===== src/rtl/divide_pkg.sv =====
`default_nettype none
// ============================================================================
//  Module   : divide_pkg
//  Purpose  : Shared widths, FSM state type, result record and the
//             quotient-saturation helper for the sequential divider.
//  Ports    : none (package)
//  Revision : 1.0  initial release
// ============================================================================
package divide_pkg;

  localparam int DVD_W = 5;          // dividend width
  localparam int DVR_W = 2;          // divisor width
  localparam int QUO_W = 3;          // output quotient width
  localparam int STEPS = 5;          // one quotient bit per dividend bit
  localparam int REM_W = 3;          // internal partial-remainder width
  localparam int CNT_W = 3;          // step counter width (0..STEPS-1)

  typedef enum logic [1:0] {
    ST_IDLE = 2'd0,
    ST_CALC = 2'd1,
    ST_DONE = 2'd2
  } state_t;

  typedef struct packed {
    logic [QUO_W-1:0] q;
    logic [DVR_W-1:0] r;
    logic             ovf;
    logic             dz;
  } result_t;

  // Saturate the full-width quotient into the narrow output field.
  function automatic result_t make_result(input logic [DVD_W-1:0] quo,
                                          input logic [REM_W-1:0] rem);
    result_t res;
    res.ovf = |quo[DVD_W-1:QUO_W];
    res.q   = res.ovf ? {QUO_W{1'b1}} : quo[QUO_W-1:0];
    res.r   = DVR_W'(rem);
    res.dz  = 1'b0;
    return res;
  endfunction

endpackage : divide_pkg
`default_nettype wire


===== src/rtl/divide_if.sv =====
`default_nettype none
// ============================================================================
//  Module   : divide_if
//  Purpose  : Request/result bundle of the divider.
//  Signals  : start, p[4:0], y[1:0]          requester -> divider
//             ready, valid, q[2:0], r[1:0],
//             ovf, dz                        divider -> requester
//  Modports : master (requester), slave (divider)
//  Revision : 1.0  initial release
// ============================================================================
interface divide_if;
  import divide_pkg::*;

  logic             start;
  logic [DVD_W-1:0] p;
  logic [DVR_W-1:0] y;
  logic             ready;
  logic             valid;
  logic [QUO_W-1:0] q;
  logic [DVR_W-1:0] r;
  logic             ovf;
  logic             dz;

  modport master (
    output start, p, y,
    input  ready, valid, q, r, ovf, dz
  );

  modport slave (
    input  start, p, y,
    output ready, valid, q, r, ovf, dz
  );

endinterface : divide_if
`default_nettype wire


===== src/rtl/divide_div_step.sv =====
`default_nettype none
// ============================================================================
//  Module   : div_step
//  Purpose  : One combinational restoring-division step: shift the next
//             dividend bit into the partial remainder, subtract the divisor
//             when it fits and report the resulting quotient bit.
//  Ports    : i_rem_in  [2:0]  partial remainder before the step
//             i_bit_in         next dividend bit (MSB first)
//             i_divisor [1:0]  divisor (non-zero)
//             o_rem_out [2:0]  partial remainder after the step
//             o_q_bit          quotient bit produced by the step
//  Revision : 1.0  initial release
// ============================================================================
module div_step
  import divide_pkg::*;
(
  input  logic [REM_W-1:0] i_rem_in,
  input  logic             i_bit_in,
  input  logic [DVR_W-1:0] i_divisor,
  output logic [REM_W-1:0] o_rem_out,
  output logic             o_q_bit
);

  // One bit wider than the remainder so the shifted value never wraps.
  logic [REM_W:0] w_shift;
  logic [REM_W:0] w_dvr;

  assign w_shift   = {i_rem_in, i_bit_in};
  assign w_dvr     = (REM_W+1)'(i_divisor);
  assign o_q_bit   = (w_shift >= w_dvr);
  // Remainder stays below the divisor, so the narrowing never loses bits.
  assign o_rem_out = REM_W'(o_q_bit ? (w_shift - w_dvr) : w_shift);

endmodule : div_step
`default_nettype wire


===== src/rtl/divide.sv =====
`default_nettype none
// ============================================================================
//  Module   : divide
//  Purpose  : Sequential 5-bit / 2-bit unsigned restoring divider with a
//             saturating 3-bit quotient, overflow and divide-by-zero flags.
//  Ports    : clk    rising-edge clock
//             rst_n  synchronous active-low reset
//             bus    divide_if.slave: start/p/y in; ready/valid/q/r/ovf/dz out
//  Revision : 1.0  initial release
// ============================================================================
module divide
  import divide_pkg::*;
(
  input  logic     clk,
  input  logic     rst_n,
  divide_if.slave  bus
);

  localparam logic [CNT_W-1:0] c_last = CNT_W'(STEPS - 1);

  state_t             r_state;
  state_t             w_state_nxt;
  logic [DVD_W-1:0]   r_dvd;        // dividend, shifted left each step
  logic [DVR_W-1:0]   r_dvr;
  logic [REM_W-1:0]   r_rem;
  logic [DVD_W-2:0]   r_quo;        // quotient bits gathered before the last step
  logic [CNT_W-1:0]   r_cnt;
  result_t            r_res;

  logic [REM_W-1:0]   w_rem_nxt;
  logic               w_q_bit;
  logic [DVD_W-1:0]   w_quo_nxt;
  logic               w_last;

  div_step u_step (
    .i_rem_in  (r_rem),
    .i_bit_in  (r_dvd[DVD_W-1]),
    .i_divisor (r_dvr),
    .o_rem_out (w_rem_nxt),
    .o_q_bit   (w_q_bit)
  );

  assign w_quo_nxt = {r_quo, w_q_bit};
  assign w_last    = (r_cnt == c_last);

  // --------------------------------------------------------------------------
  // FSM
  // --------------------------------------------------------------------------
  always_ff @(posedge clk) begin
    if (!rst_n) begin
      r_state <= ST_IDLE;
    end else begin
      r_state <= w_state_nxt;
    end
  end

  always_comb begin
    w_state_nxt = r_state;
    case (r_state)
      ST_IDLE: begin
        if (bus.start) begin
          // A zero divisor skips the arithmetic entirely.
          w_state_nxt = (bus.y == '0) ? ST_DONE : ST_CALC;
        end
      end
      ST_CALC: begin
        if (w_last) begin
          w_state_nxt = ST_DONE;
        end
      end
      ST_DONE: w_state_nxt = ST_IDLE;
      default: w_state_nxt = ST_IDLE;
    endcase
  end

  // --------------------------------------------------------------------------
  // Datapath and result registers
  // --------------------------------------------------------------------------
  always_ff @(posedge clk) begin
    if (!rst_n) begin
      r_dvd <= '0;
      r_dvr <= '0;
      r_rem <= '0;
      r_quo <= '0;
      r_cnt <= '0;
      r_res <= '0;
    end else begin
      case (r_state)
        ST_IDLE: begin
          if (bus.start) begin
            if (bus.y == '0) begin
              r_res.q   <= '0;
              r_res.r   <= '0;
              r_res.ovf <= 1'b0;
              r_res.dz  <= 1'b1;
            end else begin
              r_dvd <= bus.p;
              r_dvr <= bus.y;
              r_rem <= '0;
              r_quo <= '0;
              r_cnt <= '0;
            end
          end
        end
        ST_CALC: begin
          r_dvd <= {r_dvd[DVD_W-2:0], 1'b0};
          r_rem <= w_rem_nxt;
          r_quo <= w_quo_nxt[DVD_W-2:0];
          r_cnt <= r_cnt + CNT_W'(1);
          // Results change only on the edge that enters DONE.
          if (w_last) begin
            r_res <= make_result(w_quo_nxt, w_rem_nxt);
          end
        end
        default: ;
      endcase
    end
  end

  // All outputs come straight from registers.
  assign bus.ready = (r_state == ST_IDLE);
  assign bus.valid = (r_state == ST_DONE);
  assign bus.q     = r_res.q;
  assign bus.r     = r_res.r;
  assign bus.ovf   = r_res.ovf;
  assign bus.dz    = r_res.dz;

endmodule : divide
`default_nettype wire


===== src/flat_wrapper.sv =====
// flat-port wrapper written by rule: the top's interface ports become plain ports
module divide_flat import divide_pkg::*;
  (clk, rst_n, bus_start, bus_p, bus_y, bus_ready, bus_valid, bus_q, bus_r, bus_ovf, bus_dz);
  divide_if bus_i ();
  input  logic clk;
  input  logic rst_n;
  input wire logic [$bits(bus_i.start)-1:0] bus_start;
  input wire logic [$bits(bus_i.p)-1:0] bus_p;
  input wire logic [$bits(bus_i.y)-1:0] bus_y;
  output wire logic [$bits(bus_i.ready)-1:0] bus_ready;
  output wire logic [$bits(bus_i.valid)-1:0] bus_valid;
  output wire logic [$bits(bus_i.q)-1:0] bus_q;
  output wire logic [$bits(bus_i.r)-1:0] bus_r;
  output wire logic [$bits(bus_i.ovf)-1:0] bus_ovf;
  output wire logic [$bits(bus_i.dz)-1:0] bus_dz;
  assign bus_i.start = bus_start;
  assign bus_i.p = bus_p;
  assign bus_i.y = bus_y;
  assign bus_ready = bus_i.ready;
  assign bus_valid = bus_i.valid;
  assign bus_q = bus_i.q;
  assign bus_r = bus_i.r;
  assign bus_ovf = bus_i.ovf;
  assign bus_dz = bus_i.dz;
  divide u_core (.clk(clk), .rst_n(rst_n), .bus(bus_i));
endmodule

===== config.mk =====
export PLATFORM = sky130hd
export DESIGN_NAME = divide_flat
export DESIGN_NICKNAME = d
export VERILOG_FILES = /design/src/rtl/divide_pkg.sv /design/src/rtl/divide_if.sv /design/src/rtl/divide_div_step.sv /design/src/rtl/divide.sv /design/src/flat_wrapper.sv
export SDC_FILE = /design/constraint.sdc
export NUM_CORES = 1
export LEC_CHECK = 0
export ABC_AREA = 1
export CORE_MARGIN = 5
export CORE_UTILIZATION = 50
export CTS_CLUSTER_DIAMETER = 50
export DETAILED_ROUTE_END_ITERATION = 16
export PLACE_DENSITY = 0.74
export SYNTH_ARGS = -nofsm -noshare
export SYNTH_HDL_FRONTEND = slang
export SYNTH_SLANG_ARGS = --single-unit

===== constraint.sdc =====
create_clock -name clk -period 2.1 [get_ports clk]
set_input_delay 0.63 -clock clk [delete_from_list [all_inputs] [get_ports clk]]
set_output_delay 0.63 -clock clk [all_outputs]
set_load 0.1 [all_outputs]

==> results.sh <==
export IMPL_outcome="finished clean"
export IMPL_cts_tree="yes"
export IMPL_firstDrtPassIters=4
export IMPL_setup_tns_ps=0
export IMPL_overflow=0
export IMPL_worstSetupStartpointType="flip-flop"
export IMPL_syn_num_nets=185
export IMPL_routedWlPerCell_um=11.8
export IMPL_avgSynthCellArea_um2=7.43
export IMPL_seqCellArea_um2=520
export IMPL_worstPathMaxFanout=5
export IMPL_setup_ws_ps=261
export IMPL_drc=0
export IMPL_path_cells="nor2_2 > buf_12"
export IMPL_synth_cell_types=24
export IMPL_clock_fmax_ghz=0.544
export IMPL_period_share_pct=87.6
export IMPL_clock_skew_ps=3.02
export IMPL_r2r_cells=8
export IMPL_num_rows=18
export IMPL_fin_hold_ws_ps=464
export IMPL_slew_viol_final=0
export IMPL_path_clk_slew_ps=140
export IMPL_final_hold_violation_count=0
export IMPL_place_congestion=0.834
export IMPL_pre_cts_ws_ps=104
export IMPL_postCtsHoldBufs=0
export IMPL_leakagePower_nw=0.694
export IMPL_drive_gt1_share_pct=21.1
export IMPL_dp_hpwl_um=1970
export IMPL_grtUsageMet3_pct=3.46
export IMPL_min_period_ps=1840
export IMPL_antenna_found_initial=0
export IMPL_slew_headroom_pct=75.1
export IMPL_die_area_mm2=0.00363
export IMPL_first_global_vias=1120
export IMPL_die_x_um=60.3
export IMPL_diodes=0
export IMPL_cts_root_buf="clkbuf_4"
export IMPL_cap_violations=0
export IMPL_path_buf_inv=1
export IMPL_syn_inst=170
export IMPL_clockBufferDepth=2
export IMPL_grt_pass1_wl_um=4490
export IMPL_grtUsageMet1_pct=18.4
export IMPL_crit_cells=2
export IMPL_multi_input_area_um2=636
export IMPL_worst_slew_pin_slew_ps=372
export IMPL_end_kind="output pin"
export IMPL_grt_max_degree=19
export IMPL_synth_area_mm2=0.00126
export IMPL_core_mm2=0.00245
export IMPL_io_pins=19
export IMPL_grt_busiest_layer="met2"
export IMPL_cts_resized=0
export IMPL_drt_total_wl_um=2610
export IMPL_ir_drop_v=0.000528
export IMPL_rsz0062_at_grt="false"
export IMPL_numCtsBuffers=3
export IMPL_area_growth_pct=25.8
export IMPL_powerDensity_mw_per_mm2=789
export IMPL_ys_warn_count=0
export IMPL_setup_viol=0
export IMPL_worstHoldPathCells=2
export IMPL_synth_seq_cells=26
export IMPL_vias_per_cell=5.05
export IMPL_critPathMaxStageDelay_ps=390
export IMPL_synthTopCellsByArea="dfxtp_1 41%, nand2_1 15%, a21oi_1 5.5%"
export IMPL_cts_sinks=26
export IMPL_crit_type="flip-flop to output pin"
export IMPL_fillers=210
export IMPL_met2_usage_pct=28.7
export IMPL_clk_latency_ps=320
export IMPL_die_height_um=60.3
export IMPL_start_util_pct=51.5
export IMPL_grt_usage_pct=16.1
export IMPL_crit_arrival_ps=1210
export IMPL_drt_initial_drc_count=31
export IMPL_antenna_left=0
export IMPL_slowest_stage="dfxtp_1"
export IMPL_htreeDepth=1
export IMPL_post_cts_buffers=0
export IMPL_yosysSeqAreaShare_pct=41.2
export IMPL_io_buffers=18
export IMPL_vias=1111
export IMPL_crit_family="flip-flops"
export IMPL_worstHoldPathType="flip-flop to flip-flop"
export IMPL_synth_top_area_cell="dfxtp_1"
export IMPL_nNetsFinal=206
export IMPL_crit_required_ps=1470
export IMPL_synth_top_area_share_pct=41.2
==> placed cells by master, fill, tap and decap left out, types with 4 or more instances in the layout <==
cell | netlist | final
a21oi_1 | 14 | 14
a21oi_2 | 6 | 6
buf_12 | 1 | 9
clkdlybuf4s50_1 | 0 | 9
dfxtp_1 | 26 | 26
ha_1 | 4 | 4
inv_1 | 17 | 17
nand2_1 | 50 | 50
nand2_2 | 8 | 8
nand3_1 | 4 | 4
nor2_1 | 13 | 12
o21ai_0 | 7 | 7
==> tightest hold or removal path, delay by kind of cell, from the launching register on <==
kind                   cells  cell delay (ps)
AOI/OAI and AO/OA          1               50
DFF                        1              320
buffers and inverters      1               60
==> power breakdown <==
group,internal [W],switching [W]
clock network,0.000106,0.000149
registers,0.000533,0.0000332
logic,0.000149,0.000283
==> per-layer routing <==
layer / vias to the layer above / part of all wire (%)
li1: 573 / -
met1: 516 / 43
met2: 17 / 53
met3: 5 / 3.3
met4: 0 / 1.4
met5: - / 0
==> state kept, by name, summed over array words and instances, names as in the netlist <==
signal	count
u_core.bus.q	3
u_core.bus.r	2
u_core.bus.dz	1
u_core.r_dvd	5
u_core.r_dvr	2
u_core.bus.ovf	1
u_core.r_state	2
u_core.r_cnt	3
u_core.r_rem	3
u_core.r_quo	4
==> synth_stat cells <==
| cell | number |
|---|---|
| nand2_1 | 50 |
| dfxtp_1 | 26 |
| inv_1 | 17 |
| a21oi_1 | 14 |
| nor2_1 | 13 |
| nand2_2 | 8 |
| o21ai_0 | 7 |
| a21oi_2 | 6 |
| ha_1 | 4 |
| nand3_1 | 4 |
| inv_2 | 3 |
| nand4_1 | 3 |
| nand3_2 | 2 |
| nor2_2 | 2 |
| o21ai_1 | 2 |
| buf_1 | 1 |
| buf_12 | 1 |
| buf_4 | 1 |
| clkbuf_1 | 1 |
| fa_1 | 1 |
| nand2_4 | 1 |
| nor2_4 | 1 |
| or2_2 | 1 |
| xor2_1 | 1 |
==> area by class of cell <==
class | instances | share of cell area, %
clock buffers | 4 | 2.28
inverters | 20 | 4.72
multi-input cells | 120 | 40.0
flip-flops and latches | 26 | 32.7
well taps | 30 | 2.36
repair buffers | 20 | 17.9
==> cells by family (layout without fill, tap and decap cells) <==
kind of cell,Yosys count,in the layout,synth area share (%)
adders and majority gates,5,5,5.54
xor gates and xnor gates,1,1,0.693
buffers and inverters,24,44,8.71
and+or+nand+nor,85,85,30.6
AOI/OAI and AO/OA,29,29,13.3
DFF,26,26,41.2
==> through the flow <==
stage / instances / util, % / area (µm²) / power, W
floorplan: 170 / - / 1270 / 0.000882
global placement: 216 / 63.3 / 1550 / 0.000996
detailed placement: 216 / 63.3 / 1550 / 0.00101
CTS: 220 / 64.8 / 1590 / 0.00126
global route: 220 / 64.8 / 1590 / 0.00133
finish: 220 / 64.8 / 1590 / 0.00125
==> final timing paths <==
path	to	slack, ps	start
min	u_core.r_dvd[1]	460	u_core.r_dvd[1]
max	bus_ready	260	u_core.r_state[0]
min reg2reg	u_core.r_dvd[1]	460	u_core.r_dvd[1]
max reg2reg	u_core.r_rem[2]	410	u_core.r_dvd[4]
(Power assumes the default switching activity.)
==> variant, RTL diff (same flow settings) <==
Change the package constant `REM_W` from 3 to 6.
--- a/src/rtl/divide_pkg.sv
+++ b/src/rtl/divide_pkg.sv
@@ -14,3 +14,3 @@
   localparam int STEPS = 5;          // one quotient bit per dividend bit
-  localparam int REM_W = 3;          // internal partial-remainder width
+  localparam int REM_W = 6;          // internal partial-remainder width
   localparam int CNT_W = 3;          // step counter width (0..STEPS-1)
Function: same outputs for any inputs over 10 cycles, from zero or initial values and one cycle with rst_n low; that may be too few to reach the edited logic, so the function may still have changed.
==> variant against the original RTL <==
- first-iteration DRC count increased by 110%
- register-to-register slack better by 70 ps
- clock skew rose by 7.8 ps
- highest routed layer unchanged
- setup slack improved by 25 ps
- critical path depth did not move
- synthesized cell count up 6.5%
- total power increased by 32%
- routed wire length up 17%
- count of clock-buffer cells in the layout rose by 3
- sequential cell count up 3
- synthesized area grew 11%
- combinational power is 26% higher
- cell area grew 13%
==> variant: results (changes against the original RTL) <==
- Regs by FF count: u_core.r_rem x6, u_core.r_dvd x5, u_core.r_quo x4
- Yosys reg bits: 29 (+12%)
- Gr usage total: 16.8% (+0.71 points)
- CTS Buf Count: 5 (+2)
- Wire length on met1: 1290 um (+16%)
- Synth unique cells: 27 (+13%)
- Vias/cell: 5.13 (+1.6%)
- Inverter count: 19 (-5.0%)
- Hold_ws: 479 ps (+15.4 ps)
- CP max FO: 4 (-1)
- Clock network share of area: 4.72% (+2.4 points)
- Reg area: 581 um^2 (+12%)
- Detail Route met3 WL: 92 um (+7.0%)
- Layout non-clock buf frac: 16.2% (-1.7 points)
- Synth Area in Adders: 5.86% (+0.32 points)
- RR Startpoint: u_core.r_dvr[1]$_SDFFE_PN0P_
- Vias in the first global route: 1205 (+7.6%)
- R2r endpoint: u_core.r_rem[4]$_SDFFE_PN0P_
- Post-Route Skew: 10.9 ps (+7.85 ps)
- Worst Reg2Reg Path Length in Cells: 10 (+2)
- Clock-pin slew on the worst setup and hold paths: 90 ps (-50 ps)
- Count of multi-input gates: 129 (+7.5%)
- Multi-input combinational area share: 40.6% (+0.63 points)
- Share of layout cells above drive strength 1: 24.8% (+3.7 points)
- Area contributors post-synth: dfxtp_1 (41%), nand2_1 (13%), a21oi_2 (5.6%), a21oi_1 (5.0%), ha_1 (4.4%)
- Internal reg-to-reg setup slack: 480 ps (+70 ps)
- Met1 Usage GRT: 18.5% (+0.16 points)
- First-pass GRT wire length: 5210 um (+16%)
- HP Start: u_core.r_quo[3]$_SDFFE_PN0P_
- GRT met3 Usage: 5.33% (+1.9 points)
- Max VDD drop: 0.000706 V (+34%)
- Count of clock buffers in the final design: 7 (+3)
- Sw Ratio: 35.7% (-1.5 points)
- WHS Endpoint: u_core.r_quo[3]$_SDFFE_PN0P_
- # fillers: 229 (+9.0%)
- Critical Path AT: 1180 ps (-30 ps)
- Status: complete, no violations
==> variant: cell count changes after synthesis, moves of 3 or more <==
cell     before  now
o21ai_1       2    9
o21ai_0       7    1
inv_1        17   12
a21oi_2       6    9
a31oi_1       0    3
dfxtp_1      26   29
inv_2         3    6
nand2_1      50   47
nand3_1       4    7
==> variant: power by group through the flow <==
stage          Combinational (mW)  Clock [mW]  Sequential, mW
6_report                    0.544       0.477           0.636
4_1_cts                     0.546       0.488           0.635
3_3_place_gp                0.532           0           0.646
3_5_place_dp                0.543           0           0.648
2_1_floorplan               0.256           0           0.761
5_1_grt                     0.579       0.516           0.641
==> variant: stage by stage <==
stage                     total power [mW]  cells  worst slack, ps  utilization, %  instance area, um^2
after floorplan                       1.02    181              130               -                 1410
after global placement                1.18    229              126            62.8                 1720
after detailed placement              1.19    229             68.0            62.8                 1720
after CTS                             1.67    237              290            65.9                 1800
after global routing                  1.74    237              239            65.9                 1800
final                                 1.66    237              285            65.9                 1800
